--- src/rtl/wait_state_memory_if.sv ---
// Handshake bus between a requester and wait_state_memory.
//   read, write : request strobes, held until ready is seen
//   address     : word address, captured at request acceptance
//   wdata       : write data, captured at request acceptance
//   rdata       : read data, valid while ready=1 after a read
//   ready       : access complete, held until read and write are both low
//   error       : qualifies ready, 1 = access rejected
interface wait_state_memory_if #(
   parameter int unsigned DATA_WIDTH = 8,
   parameter int unsigned ADDR_WIDTH = 7
);
   logic                  read;
   logic                  write;
   logic [ADDR_WIDTH-1:0] address;
   logic [DATA_WIDTH-1:0] wdata;
   logic [DATA_WIDTH-1:0] rdata;
   logic                  ready;
   logic                  error;

   modport master (
      output read, write, address, wdata,
      input  rdata, ready, error
   );

   modport slave (
      input  read, write, address, wdata,
      output rdata, ready, error
   );
endinterface

--- src/rtl/wait_state_memory.sv ---
// Single-port RAM behind a four-phase read/write/ready handshake with a
// programmable number of wait states and error signalling.
//   clk   : single clock, all state changes on its rising edge
//   reset : synchronous, active-high; memory contents are not cleared
//   bus   : slave side of wait_state_memory_if (read, write, address,
//           wdata in; rdata, ready, error out)
module wait_state_memory #(
   parameter int unsigned DATA_WIDTH = 8,
   parameter int unsigned ADDR_WIDTH = 7,
   parameter int unsigned DEPTH      = 128,
   parameter int unsigned LATENCY    = 2
) (
   input logic               clk,
   input logic               reset,
   wait_state_memory_if.slave bus
);

   localparam logic [1:0] IDLE = 2'd0;
   localparam logic [1:0] WAIT = 2'd1;
   localparam logic [1:0] DONE = 2'd2;

   localparam logic [3:0] LATENCY_CNT = 4'(LATENCY);

   logic [1:0]            state;
   logic [3:0]            count;
   logic [ADDR_WIDTH-1:0] addr_cap;
   logic [DATA_WIDTH-1:0] wdata_cap;
   logic                  read_cap;
   logic                  write_cap;
   logic [DATA_WIDTH-1:0] rdata_reg;
   logic                  ready_reg;
   logic                  error_reg;

   logic [DATA_WIDTH-1:0] mem [DEPTH];

   logic req;
   logic in_range;
   logic finish;
   logic commit;

   assign req      = bus.read | bus.write;
   assign in_range = 32'(addr_cap) < DEPTH;
   // WAIT always lasts at least one edge, so ready trails acceptance by
   // LATENCY+1 edges even when LATENCY is zero.
   assign finish   = (state == WAIT) && req && (count == 4'd0);
   // Gated by reset so an access abandoned by reset never commits.
   assign commit   = finish && write_cap && !read_cap && in_range && !reset;

   always_ff @(posedge clk) begin
      if (reset) begin
         state     <= IDLE;
         count     <= 4'd0;
         ready_reg <= 1'b0;
         error_reg <= 1'b0;
         rdata_reg <= '0;
      end else begin
         case (state)
            IDLE: begin
               if (req) begin
                  state     <= WAIT;
                  count     <= LATENCY_CNT;
                  addr_cap  <= bus.address;
                  wdata_cap <= bus.wdata;
                  read_cap  <= bus.read;
                  write_cap <= bus.write;
               end
            end
            WAIT: begin
               if (!req) begin
                  state <= IDLE;
               end else if (count == 4'd0) begin
                  state     <= DONE;
                  ready_reg <= 1'b1;
                  if (!in_range) begin
                     error_reg <= 1'b1;
                     rdata_reg <= '0;
                  end else if (read_cap && write_cap) begin
                     error_reg <= 1'b1;
                  end else begin
                     error_reg <= 1'b0;
                     if (read_cap) rdata_reg <= mem[addr_cap];
                  end
               end else begin
                  count <= count - 4'd1;
               end
            end
            DONE: begin
               if (!req) begin
                  state     <= IDLE;
                  ready_reg <= 1'b0;
                  error_reg <= 1'b0;
               end
            end
            default: state <= IDLE;
         endcase
      end
   end

   always_ff @(posedge clk) begin
      if (commit) mem[addr_cap] <= wdata_cap;
   end

   assign bus.rdata = rdata_reg;
   assign bus.ready = ready_reg;
   assign bus.error = error_reg;

endmodule

--- src/flat_wrapper.sv ---
// flat-port wrapper written by rule: the top's interface ports become plain ports
module wait_state_memory_flat 
#(
   parameter int unsigned DATA_WIDTH = 8,
   parameter int unsigned ADDR_WIDTH = 7,
   parameter int unsigned DEPTH      = 128,
   parameter int unsigned LATENCY    = 2
)
  (clk, reset, bus_read, bus_write, bus_address, bus_wdata, bus_rdata, bus_ready, bus_error);
  wait_state_memory_if #(.DATA_WIDTH(DATA_WIDTH), .ADDR_WIDTH(ADDR_WIDTH)) bus_i ();
  input logic clk;
  input logic reset;
  input wire logic [$bits(bus_i.read)-1:0] bus_read;
  input wire logic [$bits(bus_i.write)-1:0] bus_write;
  input wire logic [$bits(bus_i.address)-1:0] bus_address;
  input wire logic [$bits(bus_i.wdata)-1:0] bus_wdata;
  output wire logic [$bits(bus_i.rdata)-1:0] bus_rdata;
  output wire logic [$bits(bus_i.ready)-1:0] bus_ready;
  output wire logic [$bits(bus_i.error)-1:0] bus_error;
  assign bus_i.read = bus_read;
  assign bus_i.write = bus_write;
  assign bus_i.address = bus_address;
  assign bus_i.wdata = bus_wdata;
  assign bus_rdata = bus_i.rdata;
  assign bus_ready = bus_i.ready;
  assign bus_error = bus_i.error;
  wait_state_memory #(.DATA_WIDTH(DATA_WIDTH), .ADDR_WIDTH(ADDR_WIDTH), .DEPTH(DEPTH), .LATENCY(LATENCY)) u_core (.clk(clk), .reset(reset), .bus(bus_i));
endmodule
--- config.mk ---
export PLATFORM = sky130hd
export DESIGN_NAME = wait_state_memory_flat
export DESIGN_NICKNAME = d
export VERILOG_FILES = /design/src/rtl/wait_state_memory_if.sv /design/src/rtl/wait_state_memory.sv /design/src/flat_wrapper.sv
export SDC_FILE = /design/constraint.sdc
export NUM_CORES = 1
export LEC_CHECK = 0
export ABC_AREA = 1
export BUFFER_PORTS_ARGS = -buffer_cell sky130_fd_sc_hd__buf_4
export CORE_MARGIN = 2
export CORE_UTILIZATION = 30
export DETAILED_ROUTE_END_ITERATION = 10
export HOLD_SLACK_MARGIN = 0.05
export PLACE_DENSITY = 0.53
export SETUP_SLACK_MARGIN = 0.4
export SYNTH_ARGS = -nofsm -noshare
export SYNTH_HDL_FRONTEND = slang
export SYNTH_SLANG_ARGS = --single-unit
--- constraint.sdc ---
create_clock -name clk -period 3.6 [get_ports clk]
set_input_delay 0.72 -clock clk [delete_from_list [all_inputs] [get_ports clk]]
set_output_delay 0.72 -clock clk [all_outputs]
set_load 0.01 [all_outputs]
### Yosys cells after proc, flatten, opt, wreduce, memory -nomap -nowiden

Memory sizes are Yosys's and may differ from the RTL's. A register that Yosys moved wholly into a read port is not among the register bits.
Index checks and enable logic that the tools add are counted.

| storage, ports and cells | value |
|---|---|
| register bits after elaboration | 25 |
| latch bits | 0 |
| RAM bits | 1024 |
| memory bits (read-only) | 0 |
| input port bits | 19 |
| output and inout bits | 10 |
| word-level logic and storage cells | 57 |
| memories | 1 |

| operators by class | value |
|---|---|
| $add $sub $neg | 1 |
| multiply operators | 0 |
| div/mod/pow operators | 0 |
| magnitude comparators | 0 |
| equal/unequal tests | 8 |
| shift-type cells | 0 |
| mux-type cells | 19 |
| bitwise gates (word level) | 3 |
| reductions and logical operators | 17 |

Memory list:

| name | depth | bits a word | rd ports | clocked after memory_dff | wr ports | RTL line | RTL |
|---|---|---|---|---|---|---|---|
| u_core.mem | 128 | 8 | 1 | 1 | 1 | wait_state_memory.sv:34 | `logic [DATA_WIDTH-1:0] mem [DEPTH];` |

Operators by type and width:

| cell | count |
|---|---|
| $mux W4 | 3 |
| $mux W1 | 8 |
| $mux W2 | 4 |
| $pmux W4 S2 | 1 |
| $reduce_and A4 Y1 | 2 |
| $logic_and A1 B1 Y1 | 6 |
| $ne A2 B2 Y1 const B | 3 |
| $pmux W2 S3 | 1 |
| $reduce_and A3 Y1 | 2 |
| $reduce_and A5 Y1 | 1 |
| $logic_not A4 Y1 | 1 |
| $ne A2 B1 Y1 const B | 2 |
| $pmux W1 S2 | 2 |
| $reduce_bool A2 Y1 | 2 |
| $sub A4 B1 Y4 const B | 1 |
| $ne A3 B3 Y1 const B | 1 |
| $eq A2 B1 Y1 const B | 1 |
| $eq A2 B2 Y1 const B | 1 |
| $logic_not A1 Y1 | 2 |
| $logic_not A2 Y1 | 1 |
| $not A1 Y1 | 2 |
| $or A1 B1 Y1 | 1 |

### Depth between registers and ports, before layout

Gate-level depths: netlist (run 1).

| logic depth | value |
|---|---|
| depth after elaboration | 8 |
| gate-level depth with buffers | 15 |
| depth with buffers taken out | 12 |

### Worst setup path before layout (run 1)

OpenSTA, ideal clock, no wires.

| timing | value |
|---|---|
| kind | input -> register |
| from | input port bus_write |
| to | memory u_core.mem[100][0] (enable) |
| library setup time | 370 ps |
| arrival | 2115 ps |
| required time | 3230 ps |
| setup slack | 1115 ps |
| stages on the path | 7 |
| buffers on the path | 1 |
| cells stage by stage | nor2_1 nor2_1 nand2_1 nor3_4 nand3_1 clkbuf_1 nor2_1 |

| between the ends | value |
|---|---|
| word-level cells in the longest chain between the ends | 8 |

Ends and longest elaborated chain:

| element | RTL line | RTL |
|---|---|---|
| start: declaration | flat_wrapper.sv:14 | `input wire logic [$bits(bus_i.write)-1:0] bus_write;` |
| $or A1 B1 Y1 | wait_state_memory.sv:41 | `assign req = bus.read \| bus.write;` |
| $logic_and A1 B1 Y1 (2 in series) | wait_state_memory.sv:45 | `assign finish = (state == WAIT) && req && (count == 4'd0);` |
| $logic_and A1 B1 Y1 (3 in series) | wait_state_memory.sv:47 | `assign commit = finish && write_cap && !read_cap && in_range && !reset;` |
| $mux W1 | wait_state_memory.sv:100 | `if (commit) mem[addr_cap] <= wdata_cap;` |
| $mux W1 (not written as such) | wait_state_memory.sv:100 |  |
| end: declaration | wait_state_memory.sv:34 |  |

Every way passes these cells.

### Worst setup path in the final report (run 1)

| timing | value |
|---|---|
| from | register u_core.count[0] |
| to | memory u_core.mem[12][0] (enable) |

| between the ends | value |
|---|---|
| word-level cells in the longest chain between the ends | 7 |

Ends and longest elaborated chain:

| element | RTL line | RTL |
|---|---|---|
| start: declaration | wait_state_memory.sv:25 | `logic [3:0] count;` |
| start signal: assignment | wait_state_memory.sv:84 | `count <= count - 4'd1;` |
| $logic_not A4 Y1 | wait_state_memory.sv:45 |  |
| $logic_and A1 B1 Y1 | wait_state_memory.sv:45 |  |
| $logic_and A1 B1 Y1 (3 in series) | wait_state_memory.sv:47 |  |
| $mux W1 | wait_state_memory.sv:100 |  |
| $mux W1 (not written as such) | wait_state_memory.sv:100 |  |

Every way passes these cells.

==> results of run 1 <==
## report_power, final
part / leakage (uW) / switching [uW] / internal [uW] / total (uW)
Sequential: 0.00949 / 48.0 / 13600 / 13700
Clock: 0.00178 / 4720 / 6840 / 11600
Combinational: 0.00956 / 1500 / 526 / 2020
Total: 0.0208 / 6260 / 21000 / 27300
## worst register-to-register path, stage by stage (launching register included)
cell and delay [ns]:
dfxtp_1 0.29, inv_1 0.13, ha_1 0.17, nand3_1 0.08, nor2_1 0.20, nand2_1 0.18, nor3_4 0.36, buf_4 0.23
nand3_2 0.07, buf_4 0.22, nor2_1 0.62
## layout by cell type, fill, tap and decap left out
| cell | netlist | final |
|---|---|---|
| nand4_1 | 1 | 1 |
| nor2_1 | 653 | 649 |
| clkinv_4 | 0 | 1 |
| inv_2 | 4 | 3 |
| clkinv_2 | 0 | 18 |
| nor3_4 | 1 | 1 |
| a21oi_1 | 3 | 3 |
| edfxtp_1 | 1041 | 1041 |
| o2111ai_1 | 1 | 1 |
| nand3_1 | 300 | 294 |
| dfxtp_1 | 16 | 16 |
| a211oi_1 | 1 | 1 |
| or2_0 | 27 | 27 |
| nand2_4 | 0 | 1 |
| bufinv_16 | 0 | 13 |
| or2_2 | 55 | 55 |
| nor3_1 | 1 | 1 |
| clkinv_1 | 1 | 19 |
| o211ai_1 | 123 | 123 |
| inv_1 | 648 | 648 |
| o21ai_1 | 6 | 6 |
| buf_4 | 7 | 173 |
| clkbuf_8 | 0 | 2 |
| xor2_1 | 1 | 1 |
| nand2_1 | 1010 | 1009 |
| buf_12 | 0 | 31 |
| inv_6 | 0 | 2 |
| clkbuf_16 | 0 | 116 |
| nor2_4 | 0 | 4 |
| o211ai_2 | 23 | 23 |
| o21ai_0 | 68 | 68 |
| clkbuf_1 | 56 | 29 |
| inv_8 | 0 | 1 |
| or2_1 | 16 | 16 |
| clkinv_8 | 0 | 1 |
| clkinvlp_4 | 0 | 4 |
| ha_1 | 2 | 2 |
| nand3_2 | 0 | 6 |
| a31oi_1 | 1 | 1 |
## kinds of logic (layout without fill, tap and decap cells)
logic type | count (synthesis) | after routing | share of synthesized area (%)
AO/OA/AOI/OAI | 226 | 226 | 3.59
AND/OR/NAND/NOR | 2064 | 2064 | 18.6
XOR/XNOR | 1 | 1 | 0.0194
adder cells (fa/ha/maj) | 2 | 2 | 0.0555
buffers and inverters | 848 | 1061 | 7.74
flip-flops | 1057 | 1057 | 70.0
## through the flow
stage	util (%)	power, uW
final	34.9	27300
after floorplan	-	15200
after global routing	34.9	28200
after CTS	34.9	27500
after global placement	32.5	16000
after detailed placement	32.5	16000
## area by class of cell
cell class	count	share of cell area, %
Inverter	653	4.71
Timing Repair Buffer	204	3.67
Clock buffer	147	5.82
Multi-Input combinational cell	2293	19.3
Clock inverter	57	1.19
Tap cell	2016	4.83
Sequential cell	1057	60.4
## how the worst max path moves through the flow
stage	from	slack, ns	to	cells after the start
5_1_grt	u_core.count[0]$_SDFFE_PP0P_	0.49	u_core.mem[12][0]$_DFFE_PP_	10
3_3_place_gp	bus_write	0.49	u_core.mem[12][2]$_DFFE_PP_	9
6_report	u_core.count[0]$_SDFFE_PP0P_	0.66	u_core.mem[12][0]$_DFFE_PP_	10
2_1_floorplan	bus_write	1.12	u_core.mem[100][0]$_DFFE_PP_	7
3_5_place_dp	bus_write	0.39	u_core.mem[12][7]$_DFFE_PP_	9
4_1_cts	u_core.count[0]$_SDFFE_PP0P_	0.57	u_core.mem[12][0]$_DFFE_PP_	10
## metal layers
| layer | part of all wire [%] | up-vias | global-route usage (%) |
|---|---|---|---|
| met5 | 0 | - | 0 |
| met4 | 2.2 | 0 | 4.20 |
| met1 | 46 | 13648 | 20.5 |
| li1 | - | 13884 | - |
| met2 | 47 | 671 | 24.9 |
| met3 | 5.1 | 153 | 2.19 |
==> run summary, run 1 <==
Post-Layout Cell Count = 6427
Hold Crit Class = input port to flop
synth unique cells = 31
Slew @ Worst Pin = 0.910 ns
top post-synthesis cells by area = edfxtp_1, nand2_1, nor2_1
r2r setup slk = 0.66 ns
critical path arrival = 3.24 ns
reg2reg end = u_core.mem[12][0]$_DFFE_PP_
Syn Area/Cell = 10.7 sq um
Post-DP Area = 0.0486 sq mm
Lkg Pwr = 0.0208 uW
top_reg_cell synth = edfxtp_1
worst hold stages = 1
clock sinks = 1057
most common cell in the netlist = edfxtp_1
Fin Setup TNS = 0 ns
vias in the first global route = 27.6k
headroom to the max-slew limit = 39.2%
first-pass GRT wire length = 174000 microns
setup ws final = 0.662 ns
setup violators final = 0
CP max-delay cell = nor2_1
CTS buffer count = 113
RSZ-0062 raised after global routing = false
Post-CTS Resized = 0
CTS root buf = clkbuf_16
hold slack = 0.205 ns
Critical Path Fanout Max = 8
initial core utilization = 30.2%
Final GP Congestion = 0.808
Core Region = 0.150 sq mm
cell taking the most area after synthesis = edfxtp_1
worst setup path class = flop to flop
crit path launch type = flop
drt total wl = 116000 microns
die footprint = 0.153 sq mm
Syn Inst Count = 4198
Worst R2R Path Depth = 10
Starting DRT DRC Count = 2564
post-synth top area share = 69.3%
Setup WS pre-CTS = 0.393 ns
status = completed
Rows = 142
RR Startpoint = u_core.count[0]$_SDFFE_PP0P_
fin crit period = 2.94 ns
skew final = 0.0210 ns
worst vdd ir = 350 uV
maximum clock rate = 340 MHz
final instance area = 0.0522 sq mm
Post-synth top cells = edfxtp_1, nand2_1, nor2_1, inv_1, nand3_1
final hold vios = 0
Port Buffers = 28
crit path capture type = flop
Hold Path Sink = u_core.addr_cap[1]$_DFFE_PP_
IO Pins = 29
Area growth syn-to-layout = 15.8%
worst skew pair latency = 0.69 ns
Die X = 392 microns
max reg flops = 1024
Tot GR Track Use = 15.0%
layout cells sized above 1 = 10.3%
synthesized flop and latch total = 1057
cts hold-fix bufs = 0
DR pass1 iterations = 7
Clock transition at path regs = 0.06 ns
DP HPWL = 67800 microns
Ant. Diodes = 0
drc violations = 0
CTS Buffer Depth = 3
worst path bufs/invs = 3
Mapped Area = 0.0451 sq mm
CTS tree = built
hold path startpoint = bus_address[1]
area of the multi-input gates = 0.0101 sq mm
pin count of the biggest net entering global routing = 145
syn_nets = 4219
Final Slew Violations = 0
dpl cells = 6223
setup repair bufs after CTS = 0
Syn. warnings = 0
initial antenna violation count = 4
cell family with most CP delay = simple AND/OR/NAND/NOR gates
Die Span Y = 392 microns
crit-path cells = inv_1 > ha_1 > nand3_1 > nor2_1 > nand2_1 > nor3_4 > buf_4 > nand3_2 > buf_4 > nor2_1
Nets = 4343
Max-Cap Viols = 0
H-Tree Depth = 3
Power Density = 522 mW/mm^2
Post-synth EDFFs = 1041
share of the cycle needed by the critical path after routing = 81.6%
post-DR wirelength/cell = 18.1 microns
CP required = 3.91 ns
Crit path largest cell delay = 0.62 ns
via density per instance = 4.41
ys async rst share = 0%
Register Area = 0.0316 sq mm
DR vias = 28.4k
sequential area share after synthesis = 70.0%
fillers = 14.9k
Final ANT Viol Nets = 0
total gr overflow = 0
(Power assumes the default switching activity.)
==> inputs of run 2 (changes only) <==
Clock period 3.6 ns to 2.8 ns, I/O delays scaled along.
==> run 2 against run 1 <==
- sequential power up 28%
- clock power up 23%
- first-iteration DRC count up 11%
- clock skew up 0.010 ns
- total power up 28%
- count of clock-buffer cells in the layout up 1
- critical path type unchanged
- critical path depth up 3
- critical endpoint is now u_core.bus.rdata[4]$_SDFFE_PP0P_
- fmax up 21%
==> run summary, run 2 (same netlist as run 1, synthesis figures left out) <==
status = completed
H-Tree Depth = 3
first-pass GRT wire length = 184000 microns
RSZ-0062 raised after global routing = true
Lkg Pwr = 0.0217 uW
die footprint = 0.153 sq mm
vias in the first global route = 28.7k
fillers = 14.8k
crit path launch type = flop
headroom to the max-slew limit = 46.4%
drt total wl = 129000 microns
Slew @ Worst Pin = 0.803 ns
setup violators final = 0
commonest cells after routing, fill and taps aside = edfxtp_1, nand2_1, inv_1, nor2_1, nand3_1
maximum clock rate = 412 MHz
via density per instance = 4.54
Area growth syn-to-layout = 20.1%
most common cell after layout, fill and taps aside = edfxtp_1
max reg flops = 1024
Critical Path Fanout Max = 77
CP required = 3.37 ns
Final ANT Viol Nets = 0
post-DR wirelength/cell = 19.6 microns
Register Area = 0.0316 sq mm
Final Slew Violations = 0
worst skew pair latency = 0.70 ns
worst setup path class = flop to flop
Die X = 392 microns
Core Region = 0.150 sq mm
Post-DP Area = 0.0492 sq mm
fin util = 36.2%
Fin Setup TNS = 0 ns
IO Pins = 29
pin count of the biggest net entering global routing = 129
layout cells sized above 1 = 14.3%
final instance area = 0.0542 sq mm
Port Buffers = 28
clock sinks = 1057
Die Span Y = 392 microns
Clock transition at path regs = 0.06 ns
Tot GR Track Use = 16.1%
DR pass1 iterations = 5
CTS buffer count = 115
Starting DRT DRC Count = 2847
worst hold stages = 2
initial core utilization = 30.2%
Power Density = 646 mW/mm^2
Nets = 4474
CTS tree = built
Worst R2R Path Depth = 13
skew final = 0.0314 ns
initial antenna violation count = 6
final hold vios = 0
Rows = 142
crit path capture type = flop
worst vdd ir = 467 uV
Hold Crit Class = input port to flop
Final GP Congestion = 0.845
CTS root buf = clkbuf_16
DR vias = 29.8k
CTS Buffer Depth = 3
total gr overflow = 0
share of the cycle needed by the critical path after routing = 86.7%
drc violations = 0
DP HPWL = 71100 microns
fin crit period = 2.43 ns
Max-Cap Viols = 0
area of the multi-input gates = 0.0105 sq mm
critical path arrival = 3.00 ns
[run 2: report_power, final]
part,internal [uW],switching [uW]
registers,17500,47.7
logic,933,2180
clock network,8150,6160
[run 2: final timing paths]
kind / start / to / slack (ns)
max reg2reg: u_core.addr_cap[0]$_DFFE_PP_ / u_core.bus.rdata[4]$_SDFFE_PP0P_ / 0.37
min reg2reg: u_core.bus.ready$_SDFFE_PP0P_ / u_core.bus.ready$_SDFFE_PP0P_ / 0.48
min: reset / u_core.bus.ready$_SDFFE_PP0P_ / 0.10
max: u_core.addr_cap[0]$_DFFE_PP_ / u_core.bus.rdata[4]$_SDFFE_PP0P_ / 0.37
[run 2: area by class of cell]
type	count	share of cell area (%)
flip-flops and latches	1057	58.3
multi-input cells	2293	19.3
repair buffers	331	6.66
clock buffers	148	5.62
well taps	2016	4.66
inverters	653	4.58
clock inverters	64	0.838
repair inverters	2	0.0416
diodes	2	0.00924
[run 2: layer usage]
layer	up-vias	part of all wire, %	wire length [microns]	track usage (%)
li1	14176	-	-	-
met1	14631	45	57300	22.0
met2	853	47	60400	26.1
met3	173	6.0	7650	2.45
met4	0	2.5	3170	5.08
met5	-	0	0	0
[run 2: worst max-delay path, cell delays in order, from the launching register on]
cell      delay, ns
edfxtp_1       0.43
buf_12         0.19
buf_12         0.19
or2_2          0.34
nand3_1        0.06
nand2_1        0.09
nor2_4         0.15
nor2_1         0.06
nor2_2         0.21
nand2_1        0.10
nand2_1        0.10
nand2_2        0.12
nor2_2         0.10
nor2_1         0.04
[run 2: timing repair]
action                                 in CTS  in global routing
gates resized for setup                    72                103
hold buffers                               17                  0
pin swaps                                   9                 25
setup endpoints to repair                 764                514
setup buffers                               8                 12
endpoints found under the hold margin      17                  0
gates cloned                                8                 17
[run 2: per-stage QoR]
| stage | hold slack [ns] | cells | setup slack, ns | total power, uW |
|---|---|---|---|---|
| after floorplan | 0.479 | 4198 | 0.475 | 19500 |
| after global placement | 0.469 | 6290 | 0.0944 | 20600 |
| after CTS | 0.0648 | 6535 | 0.324 | 35100 |
| after detailed placement | 0.470 | 6290 | 0.0939 | 20600 |
| after global routing | 0.0884 | 6564 | 0.267 | 36100 |
| final | 0.100 | 6566 | 0.372 | 35000 |
